--- src/rtl/nn_mac_if.sv ---
// Load, control and result-stream signals between the pin front end and nn_mac_sequencer.
interface nn_mac_if;
  logic       ld_valid;
  logic       ld_sel;
  logic [3:0] ld_nibble;
  logic       ld_ready;
  logic       clr_w;
  logic       clr_d;
  logic       start;
  logic       busy;
  logic       err;
  logic       res_valid;
  logic [7:0] res_data;
  logic       res_ready;

  modport master (
    output ld_valid, ld_sel, ld_nibble, clr_w, clr_d, start, res_ready,
    input  ld_ready, busy, err, res_valid, res_data
  );

  modport slave (
    input  ld_valid, ld_sel, ld_nibble, clr_w, clr_d, start, res_ready,
    output ld_ready, busy, err, res_valid, res_data
  );
endinterface

--- src/rtl/nn_mac_sequencer.sv ---
// Nibble-loaded weight/data registers, 16-step MAC through one shared 8x8 signed multiplier,
// four saturated 8-bit dot products drained over a valid/ready byte stream.
module nn_mac_sequencer #(
  parameter int SHIFT = 0
) (
  input  logic    clk,
  input  logic    rst_n,
  nn_mac_if.slave bus
);
  localparam int DATA_W = 8;
  localparam int COEF_W = 8;
  localparam int PROD_W = DATA_W + COEF_W;
  localparam int ACC_W  = 18;
  localparam logic signed [ACC_W-1:0] SAT_MAX = ACC_W'(127);
  localparam logic signed [ACC_W-1:0] SAT_MIN = -(ACC_W'(128));

  typedef enum logic [1:0] {S_IDLE, S_RUN, S_OUT} state_t;

  state_t                    r_state;
  state_t                    w_state_nxt;
  logic [31:0]               r_w;
  logic [127:0]              r_d;
  logic [3:0]                r_cnt_w;
  logic [5:0]                r_cnt_d;
  logic signed [ACC_W-1:0]   r_acc;
  logic signed [DATA_W-1:0]  r_res [4];
  logic [3:0]                r_mac_idx;
  logic [1:0]                r_out_idx;
  logic                      r_err;

  logic                      w_idle;
  logic                      w_run;
  logic                      w_counts_full;
  logic                      w_start_ok;
  logic                      w_start_bad;
  logic                      w_ld_w;
  logic                      w_ld_d;
  logic                      w_last_mac;
  logic                      w_out_acc;
  logic                      w_last_out;
  logic signed [COEF_W-1:0]  w_coef;
  logic signed [DATA_W-1:0]  w_data;
  logic signed [PROD_W-1:0]  w_prod;
  logic signed [ACC_W-1:0]   w_sum;

  function automatic logic signed [ACC_W-1:0] arsh(input logic signed [ACC_W-1:0] a);
    return a >>> SHIFT;
  endfunction

  function automatic logic signed [DATA_W-1:0] sat8(input logic signed [ACC_W-1:0] a);
    if (a > SAT_MAX)      return SAT_MAX[DATA_W-1:0];
    else if (a < SAT_MIN) return SAT_MIN[DATA_W-1:0];
    else                  return a[DATA_W-1:0];
  endfunction

  always_comb begin
    w_idle        = (r_state == S_IDLE);
    w_run         = (r_state == S_RUN);
    w_counts_full = (r_cnt_w == 4'd8) && (r_cnt_d == 6'd32);
    // start is judged on the counts held before this edge, even if a load/clear lands now
    w_start_ok    = w_idle && bus.start && w_counts_full;
    w_start_bad   = w_idle && bus.start && !w_counts_full;
    w_ld_w        = w_idle && bus.ld_valid && !bus.ld_sel;
    w_ld_d        = w_idle && bus.ld_valid && bus.ld_sel;
    w_last_mac    = w_run && (r_mac_idx == 4'd15);
    w_out_acc     = (r_state == S_OUT) && bus.res_ready;
    w_last_out    = w_out_acc && (r_out_idx == 2'd3);
  end

  // Multiply stage: weight byte i mod 4 against data byte i
  always_comb begin
    w_coef = $signed(r_w[{r_mac_idx[1:0], 3'b000} +: COEF_W]);
    w_data = $signed(r_d[{r_mac_idx, 3'b000} +: DATA_W]);
    w_prod = w_coef * w_data;
    w_sum  = r_acc + {{(ACC_W-PROD_W){w_prod[PROD_W-1]}}, w_prod};
  end

  always_ff @(posedge clk) begin
    if (!rst_n) r_state <= S_IDLE;
    else        r_state <= w_state_nxt;
  end

  always_comb begin
    w_state_nxt = r_state;
    case (r_state)
      S_IDLE:  if (w_start_ok) w_state_nxt = S_RUN;
      S_RUN:   if (w_last_mac) w_state_nxt = S_OUT;
      S_OUT:   if (w_last_out) w_state_nxt = S_IDLE;
      default: w_state_nxt = S_IDLE;
    endcase
  end

  always_comb begin
    bus.ld_ready  = 1'b0;
    bus.busy      = 1'b0;
    bus.res_valid = 1'b0;
    bus.res_data  = '0;
    case (r_state)
      S_IDLE: bus.ld_ready = 1'b1;
      S_RUN:  bus.busy = 1'b1;
      S_OUT: begin
        bus.busy      = 1'b1;
        bus.res_valid = 1'b1;
        bus.res_data  = r_res[r_out_idx];
      end
      default: ;
    endcase
  end

  assign bus.err = r_err;

  always_ff @(posedge clk) begin
    if (!rst_n) r_err <= 1'b0;
    else        r_err <= w_start_bad;
  end

  // Weight register: clear beats a same-cycle load; extra nibbles shift but the count saturates
  always_ff @(posedge clk) begin
    if (!rst_n) begin
      r_w     <= '0;
      r_cnt_w <= '0;
    end else if (bus.clr_w && w_idle) begin
      r_w     <= '0;
      r_cnt_w <= '0;
    end else if (w_ld_w) begin
      r_w <= {bus.ld_nibble, r_w[31:4]};
      if (r_cnt_w != 4'd8) r_cnt_w <= r_cnt_w + 4'd1;
    end
  end

  // Data register: count drops to zero on return to IDLE so each run needs fresh data
  always_ff @(posedge clk) begin
    if (!rst_n) begin
      r_d     <= '0;
      r_cnt_d <= '0;
    end else if (bus.clr_d && w_idle) begin
      r_d     <= '0;
      r_cnt_d <= '0;
    end else if (w_ld_d) begin
      r_d <= {bus.ld_nibble, r_d[127:4]};
      if (r_cnt_d != 6'd32) r_cnt_d <= r_cnt_d + 6'd1;
    end else if (w_last_out) begin
      r_cnt_d <= '0;
    end
  end

  // Accumulate stage: every fourth step quantises the group sum and restarts from zero
  always_ff @(posedge clk) begin
    if (!rst_n) begin
      r_acc     <= '0;
      r_mac_idx <= '0;
      for (int j = 0; j < 4; j++) r_res[j] <= '0;
    end else if (w_run) begin
      r_mac_idx <= r_mac_idx + 4'd1;
      if (r_mac_idx[1:0] == 2'd3) begin
        r_res[r_mac_idx[3:2]] <= sat8(arsh(w_sum));
        r_acc                 <= '0;
      end else begin
        r_acc <= w_sum;
      end
    end
  end

  always_ff @(posedge clk) begin
    if (!rst_n)         r_out_idx <= '0;
    else if (w_out_acc) r_out_idx <= r_out_idx + 2'd1;
  end
endmodule

--- src/flat_wrapper.sv ---
// flat-port wrapper written by rule: the top's interface ports become plain ports
module nn_mac_sequencer_flat 
#(
  parameter int SHIFT = 0
)
  (clk, rst_n, bus_ld_valid, bus_ld_sel, bus_ld_nibble, bus_clr_w, bus_clr_d, bus_start, bus_res_ready, bus_ld_ready, bus_busy, bus_err, bus_res_valid, bus_res_data);
  nn_mac_if bus_i ();
  input  logic clk;
  input  logic rst_n;
  input wire logic [$bits(bus_i.ld_valid)-1:0] bus_ld_valid;
  input wire logic [$bits(bus_i.ld_sel)-1:0] bus_ld_sel;
  input wire logic [$bits(bus_i.ld_nibble)-1:0] bus_ld_nibble;
  input wire logic [$bits(bus_i.clr_w)-1:0] bus_clr_w;
  input wire logic [$bits(bus_i.clr_d)-1:0] bus_clr_d;
  input wire logic [$bits(bus_i.start)-1:0] bus_start;
  input wire logic [$bits(bus_i.res_ready)-1:0] bus_res_ready;
  output wire logic [$bits(bus_i.ld_ready)-1:0] bus_ld_ready;
  output wire logic [$bits(bus_i.busy)-1:0] bus_busy;
  output wire logic [$bits(bus_i.err)-1:0] bus_err;
  output wire logic [$bits(bus_i.res_valid)-1:0] bus_res_valid;
  output wire logic [$bits(bus_i.res_data)-1:0] bus_res_data;
  assign bus_i.ld_valid = bus_ld_valid;
  assign bus_i.ld_sel = bus_ld_sel;
  assign bus_i.ld_nibble = bus_ld_nibble;
  assign bus_i.clr_w = bus_clr_w;
  assign bus_i.clr_d = bus_clr_d;
  assign bus_i.start = bus_start;
  assign bus_i.res_ready = bus_res_ready;
  assign bus_ld_ready = bus_i.ld_ready;
  assign bus_busy = bus_i.busy;
  assign bus_err = bus_i.err;
  assign bus_res_valid = bus_i.res_valid;
  assign bus_res_data = bus_i.res_data;
  nn_mac_sequencer #(.SHIFT(SHIFT)) u_core (.clk(clk), .rst_n(rst_n), .bus(bus_i));
endmodule
--- config.mk ---
export PLATFORM = sky130hd
export DESIGN_NAME = nn_mac_sequencer_flat
export DESIGN_NICKNAME = d
export VERILOG_FILES = /design/src/rtl/nn_mac_if.sv /design/src/rtl/nn_mac_sequencer.sv /design/src/flat_wrapper.sv
export SDC_FILE = /design/constraint.sdc
export NUM_CORES = 1
export LEC_CHECK = 0
export ABC_AREA = 1
export ABC_CLOCK_PERIOD_IN_PS = 17800
export CORE_UTILIZATION = 68
export CTS_CLUSTER_DIAMETER = 150
export DETAILED_ROUTE_END_ITERATION = 12
export PLACE_DENSITY_LB_ADDON = 0.08
export SLEW_MARGIN = 20
export SYNTH_ARGS = -nofsm -noshare
export SYNTH_HDL_FRONTEND = slang
export SYNTH_SLANG_ARGS = --single-unit
--- constraint.sdc ---
create_clock -name clk -period 17.8 [get_ports clk]
set_clock_uncertainty 0.15 [all_clocks]
set_input_delay 5.34 -clock clk [delete_from_list [all_inputs] [get_ports clk]]
set_output_delay 5.34 -clock clk [all_outputs]
set_load 0.005 [all_outputs]
==> metrics, run 1 <==
syn_area_per_cell=7.24 µm²; Worst R2R End=u_core.r_res[0][0]$_SDFFCE_PN0P_; share of synthesized registers carrying an async set or reset=0; RD Place Congestion=0.898; Iteration-0 DRC Markers=1001; unrepaired setup endpoints after global routing=no; DRC=0; Seq pwr share=0.294; hold_sp=u_core.r_w[1]$_SDFFE_PP0P_; vias in the first global route=approximately 11000; setup_tns=0 ns; initial antenna violation count=0; ys flop type=dfxtp_1; Die Ht=144 µm; CTS tree=yes; status=finished clean; clock tree buffer depth=3; Die Area=20800 µm²; die width=144 µm; first-pass GRT wire length=53.3 mm; Worst R2R Start=u_core.r_mac_idx[0]$_SDFFE_PN0P_; Crit-path slowest cell=buf_4; # port buffers=23; Hold Buf Count CTS=0; Worst Setup Start Kind=flip-flop; Vias=12180; clk root buf=clkbuf_16; I/O pin count=24; critical path class=flip-flop to flip-flop; sw power=0.897 mW; WP data required=17.93 ns; sequential-to-total area share from yosys stat=0.359; Peak VDD IR=112 µV; wire per inst=14.9 µm; pin count of the biggest net entering global routing=roughly 130; WHS Endpoint=u_core.r_w[1]$_SDFFE_PP0P_; CTS-repair resized insts=0; synthesized net count=2025; EDFF count, synth=32; Int Power=1.18 mW; FMAX=114 MHz; row cnt=51; Hold Crit Class=flip-flop to flip-flop; Critical Path End Type=flip-flop; Routed Antenna Nets=0; Hold Vio Cnt, Final=0; Initial Utilization=0.701; Synth-to-Final Area Change=8.05%; DP HPWL=22.1 mm; relative slew slack=0.295; share of total power in the clock network=0.251; Slew Limit Fails=0; switch share=0.433; Cell Pwr Density=139 nW/µm²; Setup Viol. Count Final=0; grt ovf=0; Setup Buffers After CTS=0; CP peak stage delay=0.57 ns; synthesized instance count=1902; Nets=1994; vias per cell=between 5 and 6; gr usage total=0.318; Worst Hold Depth=2; R2R Setup Slk=9.06 ns; # H-tree levels=1; Synth warnings=0; clk sink count=~230; Pleak=roughly 6.3 nW; Critical Path Most Common Cell=inv_1; Antenna Cells=0; clock-pin slew of the registers on the worst-case setup and hold paths=0.06 ns; Core Footprint=about 20000 µm²; CP arrival=roughly 8.9 ns; Num CTS Buffers=25; Reg2Reg Depth=39; CP max FO=80; drt total wl=32.0 mm; #FFs+latches synth=roughly 230; Period Utilization, post-route=0.491; worst skew pair latency=0.55 ns; Initial DRT Pass Iterations=6; share of cells above drive strength 1=0.0513; commonest non-fill, non-tap cells in the layout=a21oi_1, nand2_1, inv_1; min Tclk post-route=between 8 and 9 ns; most common cell after layout, fill and taps aside=a21oi_1; Max-cap violations=0; Mapped Area=13800 µm²; hold_ws=0.307 ns; fillers=roughly 1500; Comb power frac=0.455; Slew @ Worst Pin=1.06 ns; number of library cell types mapped by synthesis=44
-- logic make-up after synthesis --
| logic type | synth area share |
|---|---|
| AND/OR/NAND/NOR | 0.191 |
| AO/OA/AOI/OAI | 0.203 |
| buffers and inverters | 0.104 |
| flip-flops | 0.359 |
| adder cells (fa/ha/maj) | 0.131 |
| XOR/XNOR | 0.0108 |
-- cells in the mapped netlist (6+ instances only) --
library cell | instances | area (µm²)
a21oi_1 | 282 | 1410
nand2_1 | 276 | 1040
inv_1 | 273 | 1020
nor2_1 | 228 | 856
o21ai_0 | 224 | 1120
dfxtp_1 | 199 | 3980
nand3_1 | 76 | 380
clkbuf_1 | 70 | 263
fa_1 | 56 | 1120
ha_1 | 55 | 688
edfxtp_1 | 32 | 961
or2_2 | 24 | 150
xor2_1 | 14 | 123
buf_2 | 13 | 65.1
a211oi_1 | 12 | 90.1
nor3_1 | 9 | 45.0
nand2_2 | 6 | 37.5
-- critical path, delay by kind of cell, from the launching register on --
| kind | cells | cell delay, ns |
|---|---|---|
| AOI/OAI and AO/OA | 7 | 1.12 |
| xor gates and xnor gates | 1 | 0.14 |
| buffers and inverters | 11 | 1.94 |
| and+or+nand+nor | 14 | 1.93 |
| DFF | 1 | 0.31 |
| adders and majority gates | 6 | 2.82 |
-- layout make-up --
cell class	count	area [µm²]	area share
clock buffers	27	643	0.0432
inverters	278	1040	0.0701
well taps	265	332	0.0223
multi-input cells	1300	7410	0.498
repair buffers	35	320	0.0215
clock inverters	18	183	0.0123
flip-flops and latches	231	4950	0.332
-- how the worst max path moves through the flow --
| stage | from | end | slack [ns] | cells after the start |
|---|---|---|---|---|
| after global routing | u_core.r_mac_idx[0]$_SDFFE_PN0P_ | u_core.r_res[3][5]$_DFFE_PP_ | 8.32 | 41 |
| after detailed placement | u_core.r_mac_idx[0]$_SDFFE_PN0P_ | u_core.r_res[3][4]$_DFFE_PP_ | 9.19 | 35 |
| final | u_core.r_mac_idx[0]$_SDFFE_PN0P_ | u_core.r_res[0][0]$_SDFFCE_PN0P_ | 9.06 | 39 |
| after global placement | u_core.r_mac_idx[0]$_SDFFE_PN0P_ | u_core.r_res[0][0]$_SDFFCE_PN0P_ | 9.35 | 38 |
| after floorplan | u_core.r_mac_idx[0]$_SDFFE_PN0P_ | u_core.r_res[0][0]$_SDFFCE_PN0P_ | 10.95 | 38 |
| after CTS | u_core.r_mac_idx[0]$_SDFFE_PN0P_ | u_core.r_res[0][0]$_SDFFCE_PN0P_ | 9.15 | 35 |
-- metal layers --
layer,part of all wire,global-route usage,up-vias
li1,-,-,6111
met4,0.018,0.0737,0
met2,0.46,0.522,366
met3,0.060,0.0348,47
met1,0.46,0.448,5656
met5,0,0,-
-- power groups by stage --
stage	clock, mW	sequential (mW)	combinational (mW)
after global routing	0.545	0.615	1.07
after global placement	0	0.618	0.908
after detailed placement	0	0.619	0.929
final	0.520	0.610	0.944
after floorplan	0	0.608	0.741
after CTS	0.524	0.609	0.938
-- metrics by stage --
step                      instance area, µm²  power, mW  cells  utilization  setup slack, ns
after global routing                   14900       2.23   2154        0.757             8.32
after detailed placement               14100       1.55   2109        0.715             9.19
after global placement                 14100       1.53   2109        0.715             9.35
after CTS                              14900       2.07   2154        0.757             9.15
after floorplan                        13800       1.35   1902            -            10.95
final                                  14900       2.07   2154        0.757             9.06
-- registers in the layout (all words and copies together) (netlist names), named ones only --
name	cells
u_core.bus.err	1
u_core.r_acc	18
u_core.r_cnt_d	6
u_core.r_cnt_w	4
u_core.r_d	128
u_core.r_mac_idx	4
u_core.r_out_idx	2
u_core.r_res	32
u_core.r_state	2
u_core.r_w	32
No activity file was read; power rests on OpenSTA's default activity.
==> run 2, diff against run 1 <==
Settings changed: ABC_CLOCK_PERIOD_IN_PS 17800 to 8400, CORE_UTILIZATION 68 to 63.
Clock period 17.8 ns to 8.4 ns, I/O delays scaled along.
==> run 2 against run 1 <==
- final cell count is 0.74% higher
- total power is 110% higher
- clock power is 110% higher
- design area is 0.49% higher
- setup slack worse by 8.3 ns
- register-to-register slack worse by 8.3 ns
- maximum frequency is 14% higher
- critical path depth is 2 lower
- sequential cell count stayed put
- die area is 7.8% higher
- non-clock buffer count is 5 higher
- first-iteration DRC count is 7.6% lower
- critical endpoint is now u_core.r_res[0][2]$_SDFFCE_PN0P_
==> metrics, run 2 (synthesis gave the netlist of run 1 again) <==
status=finished clean (unchanged); clk root buf=clkbuf_16 (unchanged); unrepaired setup endpoints after global routing=no (unchanged); row cnt=53 (was 51); Nets=2000 (was 1994); Core Footprint=21200 µm² (was 19700 µm²); setup_tns=0 ns (unchanged); Worst Setup Start Kind=flip-flop (unchanged); clk sink count=231 (unchanged); Peak VDD IR=232 µV (was 112 µV); Slew @ Worst Pin=0.904 ns (was 1.06 ns); Routed Antenna Nets=0 (unchanged); Iteration-0 DRC Markers=925 (was 1001); CP arrival=7.79 ns (was 8.87 ns); CTS tree=yes (unchanged); Cell Pwr Density=293 nW/µm² (was 139 nW/µm²); Num CTS Buffers=26 (was 25); Initial DRT Pass Iterations=5 (was 6); relative slew slack=0.396 (was 0.295); critical path class=flip-flop to flip-flop (unchanged); first-pass GRT wire length=53.8 mm (was 53.3 mm); total power=4.39 mW (was 2.07 mW); Design Area, Final=15000 µm² (was 14900 µm²); DP HPWL=22.3 mm (was 22.1 mm); Vias=12160 (was 12180); clock-pin slew of the registers on the worst-case setup and hold paths=0.06 ns (about the same); Hold Buf Count CTS=0 (unchanged); # port buffers=23 (unchanged); min Tclk post-route=7.69 ns (was 8.74 ns); wire per inst=14.7 µm (was 14.9 µm); Period Utilization, post-route=0.915 (was 0.491); max FFs per register=128 (unchanged); post-layout util=0.705 (was 0.757); Hold Vio Cnt, Final=0 (unchanged); gr usage total=0.295 (was 0.318); FMAX=130 MHz (was 114 MHz); Hold Crit Class=flip-flop to flip-flop (unchanged); share of cells above drive strength 1=0.0570 (was 0.0513); Slew Limit Fails=0 (unchanged); Antenna Cells=0 (unchanged); vias per cell=5.60 (was 5.65); vias in the first global route=11363 (was 11127); worst path bufs/invs=10 (was 11); clock tree buffer depth=3 (unchanged); Die Area=22500 µm² (was 20800 µm²); DP Area=14100 µm² (about the same); delay-heaviest family, CP=adder cells (unchanged); die width=150 µm (was 144 µm); # H-tree levels=1 (unchanged); pin count of the biggest net entering global routing=99 (was 133); Critical Path Most Common Cell=inv_1 (unchanged); hold_ws=0.312 ns (was 0.307 ns); Synth-to-Final Area Change=8.58% (was 8.05%); DRC=0 (unchanged); Setup Viol. Count Final=0 (unchanged); I/O pin count=24 (unchanged); worst skew pair latency=0.53 ns (was 0.55 ns); fillers=1782 (was 1535); grt ovf=0 (unchanged); Die Ht=150 µm (was 144 µm); Largest regs=u_core.r_d x128, u_core.r_res x32, u_core.r_w x32 (unchanged); WP data required=8.50 ns (was 17.93 ns); Biggest register=u_core.r_d (unchanged); RD Place Congestion=0.955 (was 0.898); drt total wl=31.9 mm (was 32.0 mm); Crit-path slowest cell=fa_1 (was buf_4); CP max FO=28 (was 80); Max-cap violations=0 (unchanged); most common cell after layout, fill and taps aside=a21oi_1 (unchanged); commonest non-fill, non-tap cells in the layout=a21oi_1, nand2_1, inv_1 (unchanged); Pleak=6.34 nW (was 6.31 nW); CP peak stage delay=0.52 ns (was 0.57 ns); Initial Utilization=0.649 (was 0.701); initial antenna violation count=0 (unchanged); Critical Path End Type=flip-flop (unchanged)
-- run 2: final timing paths --
path	from	to	slack [ns]	depth (start not counted)
setup / recovery	u_core.r_mac_idx[3]$_SDFFE_PN0P_	u_core.r_res[0][2]$_SDFFCE_PN0P_	0.71	37
hold / removal	u_core.r_d[48]$_SDFFE_PP0P_	u_core.r_d[44]$_SDFFE_PP0P_	0.31	2
setup reg to reg	u_core.r_mac_idx[3]$_SDFFE_PN0P_	u_core.r_res[0][2]$_SDFFCE_PN0P_	0.71	37
hold reg to reg	u_core.r_d[48]$_SDFFE_PP0P_	u_core.r_d[44]$_SDFFE_PP0P_	0.31	2
-- run 2: power breakdown --
part | switching, mW | internal [mW]
logic | 1.38 | 0.629
clock network | 0.444 | 0.636
registers | 0.0687 | 1.23
total | 1.90 | 2.49
-- run 2: worst register-to-register path, delay by kind of cell, from the launching register on --
kind                     cells  cell delay, ns
AND/OR/NAND/NOR             12            1.61
buffers and inverters       10            0.92
XOR/XNOR                     1            0.14
adder cells (fa/ha/maj)      6            2.72
flip-flops                   1            0.38
AO/OA/AOI/OAI                8            1.47
-- run 2: stage by stage --
stage | instances | worst slack (ns)
final | 2170 | 0.713
after global routing | 2170 | 0.0614
after CTS | 2170 | 0.470
after detailed placement | 2124 | 0.480
after global placement | 2124 | 0.579
after floorplan | 1902 | 1.55
-- run 2: area by class of cell --
cell class | instances | area (µm²) | area share
Tap cell | 275 | 344 | 0.0230
Timing Repair Buffer | 40 | 370 | 0.0248
Inverter | 278 | 1050 | 0.0701
Clock buffer | 40 | 778 | 0.0520
Sequential cell | 231 | 4950 | 0.331
Multi-Input combinational cell | 1300 | 7420 | 0.496
Clock inverter | 6 | 42.5 | 0.00284
-- run 2: what timing repair did --
item                       4_1_cts  5_1_grt
resized for setup                0       12
setup buffers                    0        0
setup endpoints to repair        0       28
-- run 2: layer usage --
metal / up-vias / global-route usage / wire (µm)
li1: 6118 / - / -
met1: 5623 / 0.412 / 14700
met2: 353 / 0.476 / 14500
met3: 66 / 0.0302 / 1770
met4: 0 / 0.101 / 951
met5: - / 0 / 0
==> run 3, diff against run 2 <==
Settings changed: CORE_UTILIZATION 63 to 65, CTS_BUF_LIST set to sky130_fd_sc_hd__clkbuf_4.
==> run 3 against run 2 <==
- die area down 3.0%
- first-iteration DRC count shrank 1.3%
- sequential share of layout area increased by 0.22 points
- register-to-register slack lost 0.21 ns
- sequential power about the same
- largest cell class unchanged
- routed wire length rose by 1.5%
- global-route usage is 0.84 points higher
- critical path depth decreased by 4
- non-clock buffer count rose by 3
- final cell count rose by 2.7%
- critical path type unchanged
==> metrics, run 3 (synthesis gave the netlist of run 1 again) <==
CP max FO=28 (unchanged); Vias=12482 (was 12160); Die Area=21800 µm² (was 22500 µm²); die width=148 µm (was 150 µm); worst path bufs/invs=9 (was 10); commonest non-fill, non-tap cells in the layout=a21oi_1, nand2_1, inv_1 (unchanged); Critical Path Stages=33 (was 37); CP peak stage delay=0.69 ns (was 0.52 ns); share of cells above drive strength 1=0.0782 (was 0.0570); critical path class=flip-flop to flip-flop (unchanged); Synth-to-Final Area Change=7.82% (was 8.58%); DP HPWL=22.9 mm (was 22.3 mm); worst skew pair latency=0.67 ns (was 0.53 ns); # H-tree levels=2 (was 1); R2R Setup Slk=0.50 ns (was 0.71 ns); Slew Limit Fails=0 (unchanged); row cnt=52 (was 53); Worst R2R Start=u_core.r_mac_idx[2]$_SDFFE_PN0P_ (was u_core.r_mac_idx[3]$_SDFFE_PN0P_); CTS tree=yes (unchanged); I/O pin count=24 (unchanged); gr usage total=0.303 (was 0.295); share of total power in the clock network=0.210 (was 0.246); min Tclk post-route=7.90 ns (was 7.69 ns); clock tree buffer depth=3 (unchanged); post-layout util=0.725 (was 0.705); first-pass GRT wire length=54.6 mm (was 53.8 mm); Critical Path Most Common Cell=inv_1 (unchanged); hold_sp=u_core.r_d[112]$_SDFFE_PP0P_ (was u_core.r_d[48]$_SDFFE_PP0P_); Hold Crit Class=flip-flop to flip-flop (unchanged); relative slew slack=0.295 (was 0.396); vias in the first global route=11706 (was 11363); Nets=2034 (was 2000); switch share=0.456 (was 0.432); Critical Path End Type=flip-flop (unchanged); Slew @ Worst Pin=1.06 ns (was 0.904 ns); WP data required=8.62 ns (was 8.50 ns); Int Power=2.30 mW (was 2.49 mW); Routed Antenna Nets=0 (unchanged); max FFs per register=128 (unchanged); Setup crit start=u_core.r_mac_idx[2]$_SDFFE_PN0P_ (was u_core.r_mac_idx[3]$_SDFFE_PN0P_); Seq pwr share=0.307 (was 0.295); Hold Vio Cnt, Final=0 (unchanged); FMAX=127 MHz (was 130 MHz); Setup Viol. Count Final=0 (unchanged); crit path capture=u_core.r_res[1][1]$_SDFFCE_PN0P_ (was u_core.r_res[0][2]$_SDFFCE_PN0P_); Core Footprint=20500 µm² (was 21200 µm²); # port buffers=23 (unchanged); Peak VDD IR=159 µV (was 232 µV); vias per cell=5.60 (about the same); Initial Utilization=0.672 (was 0.649); Iteration-0 DRC Markers=913 (was 925); initial antenna violation count=1 (was 0); Largest regs=u_core.r_d x128, u_core.r_res x32, u_core.r_w x32 (unchanged); Die Ht=148 µm (was 150 µm); sw power=1.92 mW (was 1.90 mW); CP arrival=8.11 ns (was 7.79 ns); Initial DRT Pass Iterations=6 (was 5); Num CTS Buffers=57 (was 26); Max-cap violations=0 (unchanged); Worst R2R End=u_core.r_res[1][1]$_SDFFCE_PN0P_ (was u_core.r_res[0][2]$_SDFFCE_PN0P_); Cell Pwr Density=284 nW/µm² (was 293 nW/µm²); setup_tns=0 ns (unchanged); Biggest register=u_core.r_d (unchanged); clock-pin slew of the registers on the worst-case setup and hold paths=0.07 ns (was 0.06 ns); fillers=1721 (was 1782); RD Place Congestion=0.992 (was 0.955); Worst Setup Start Kind=flip-flop (unchanged); delay-heaviest family, CP=adder cells (unchanged); Period Utilization, post-route=0.940 (was 0.915); Crit-path slowest cell=fa_2 (was fa_1); drt total wl=32.4 mm (was 31.9 mm); status=finished clean (unchanged); Pleak=6.37 nW (was 6.34 nW); grt ovf=0 (unchanged); clk sink count=231 (unchanged); clk root buf=clkbuf_4 (was clkbuf_16); pin count of the biggest net entering global routing=133 (was 99); most common cell after layout, fill and taps aside=a21oi_1 (unchanged); Reg2Reg Depth=33 (was 37); Worst Hold Depth=2 (unchanged); unrepaired setup endpoints after global routing=no (unchanged); Comb power frac=0.483 (was 0.459); wire per inst=14.5 µm (was 14.7 µm); DRC=0 (unchanged)
## run 3: cell count changes in the layout (fill, tap and decap cells not counted), moves of 2 or more
cell | previous run | this run
clkbuf_1 | 7 | 0
clkbuf_8 | 5 | 0
buf_4 | 16 | 18
clkbuf_4 | 1 | 79
clkinv_1 | 3 | 24
clkbuf_16 | 27 | 0
## run 3: layer usage
layer,GRT usage,part of all wire
met1,0.409,0.46
met2,0.503,0.47
met3,0.0469,0.060
met4,0.0871,0.017
met5,0,0
## run 3: timing repair
action                                  CTS  global route
gates resized for setup                   0             6
endpoints found under the setup margin    0            28
setup buffers                             0             2
hold buffers                              0             0
## run 3: worst min-delay path by stage
stage / to / slack [ns]
2_1_floorplan: u_core.r_w[1]$_SDFFE_PP0P_ / 0.29
3_3_place_gp: u_core.r_w[3]$_SDFFE_PP0P_ / 0.30
3_5_place_dp: u_core.r_w[1]$_SDFFE_PP0P_ / 0.30
4_1_cts: u_core.r_d[78]$_SDFFE_PP0P_ / 0.31
5_1_grt: u_core.r_w[6]$_SDFFE_PP0P_ / 0.33
6_report: u_core.r_d[108]$_SDFFE_PP0P_ / 0.31
## run 3: area by class of cell
| type | instances | area, µm² | share of cell area |
|---|---|---|---|
| multi-input combinational | 1300 | 7420 | 0.500 |
| sequential | 231 | 4950 | 0.333 |
| inverter | 278 | 1050 | 0.0707 |
| clock buffer | 79 | 593 | 0.0399 |
| timing repair buffer | 43 | 397 | 0.0267 |
| tap | 270 | 338 | 0.0227 |
| clock inverter | 26 | 105 | 0.00708 |
| antenna | 1 | 2.50 | 0.000169 |
## run 3: metrics by stage
step	total power, mW	cells	hold slack [ns]	instance area [µm²]	setup slack [ns]
3_5_place_dp	3.32	2120	0.304	14100	0.484
3_3_place_gp	3.27	2120	0.297	14100	0.542
5_1_grt	4.58	2228	0.331	14900	0.00475
2_1_floorplan	2.86	1902	0.286	13800	1.55
6_report	4.22	2228	0.313	14900	0.504
4_1_cts	4.21	2225	0.305	14800	0.444
## run 3: power groups by stage
stage | registers [mW] | clock network (mW) | logic [mW]
after floorplan | 1.29 | 0 | 1.57
after global placement | 1.31 | 0 | 1.96
after detailed placement | 1.31 | 0 | 2.01
after CTS | 1.29 | 0.907 | 2.02
after global routing | 1.30 | 0.965 | 2.31
final | 1.29 | 0.887 | 2.04
## run 3: worst min-delay path, delay by kind of cell (launching register included)
kind            cells  cell delay (ns)
compound gates      1             0.05
buf+inv             1             0.06
flops               1             0.31
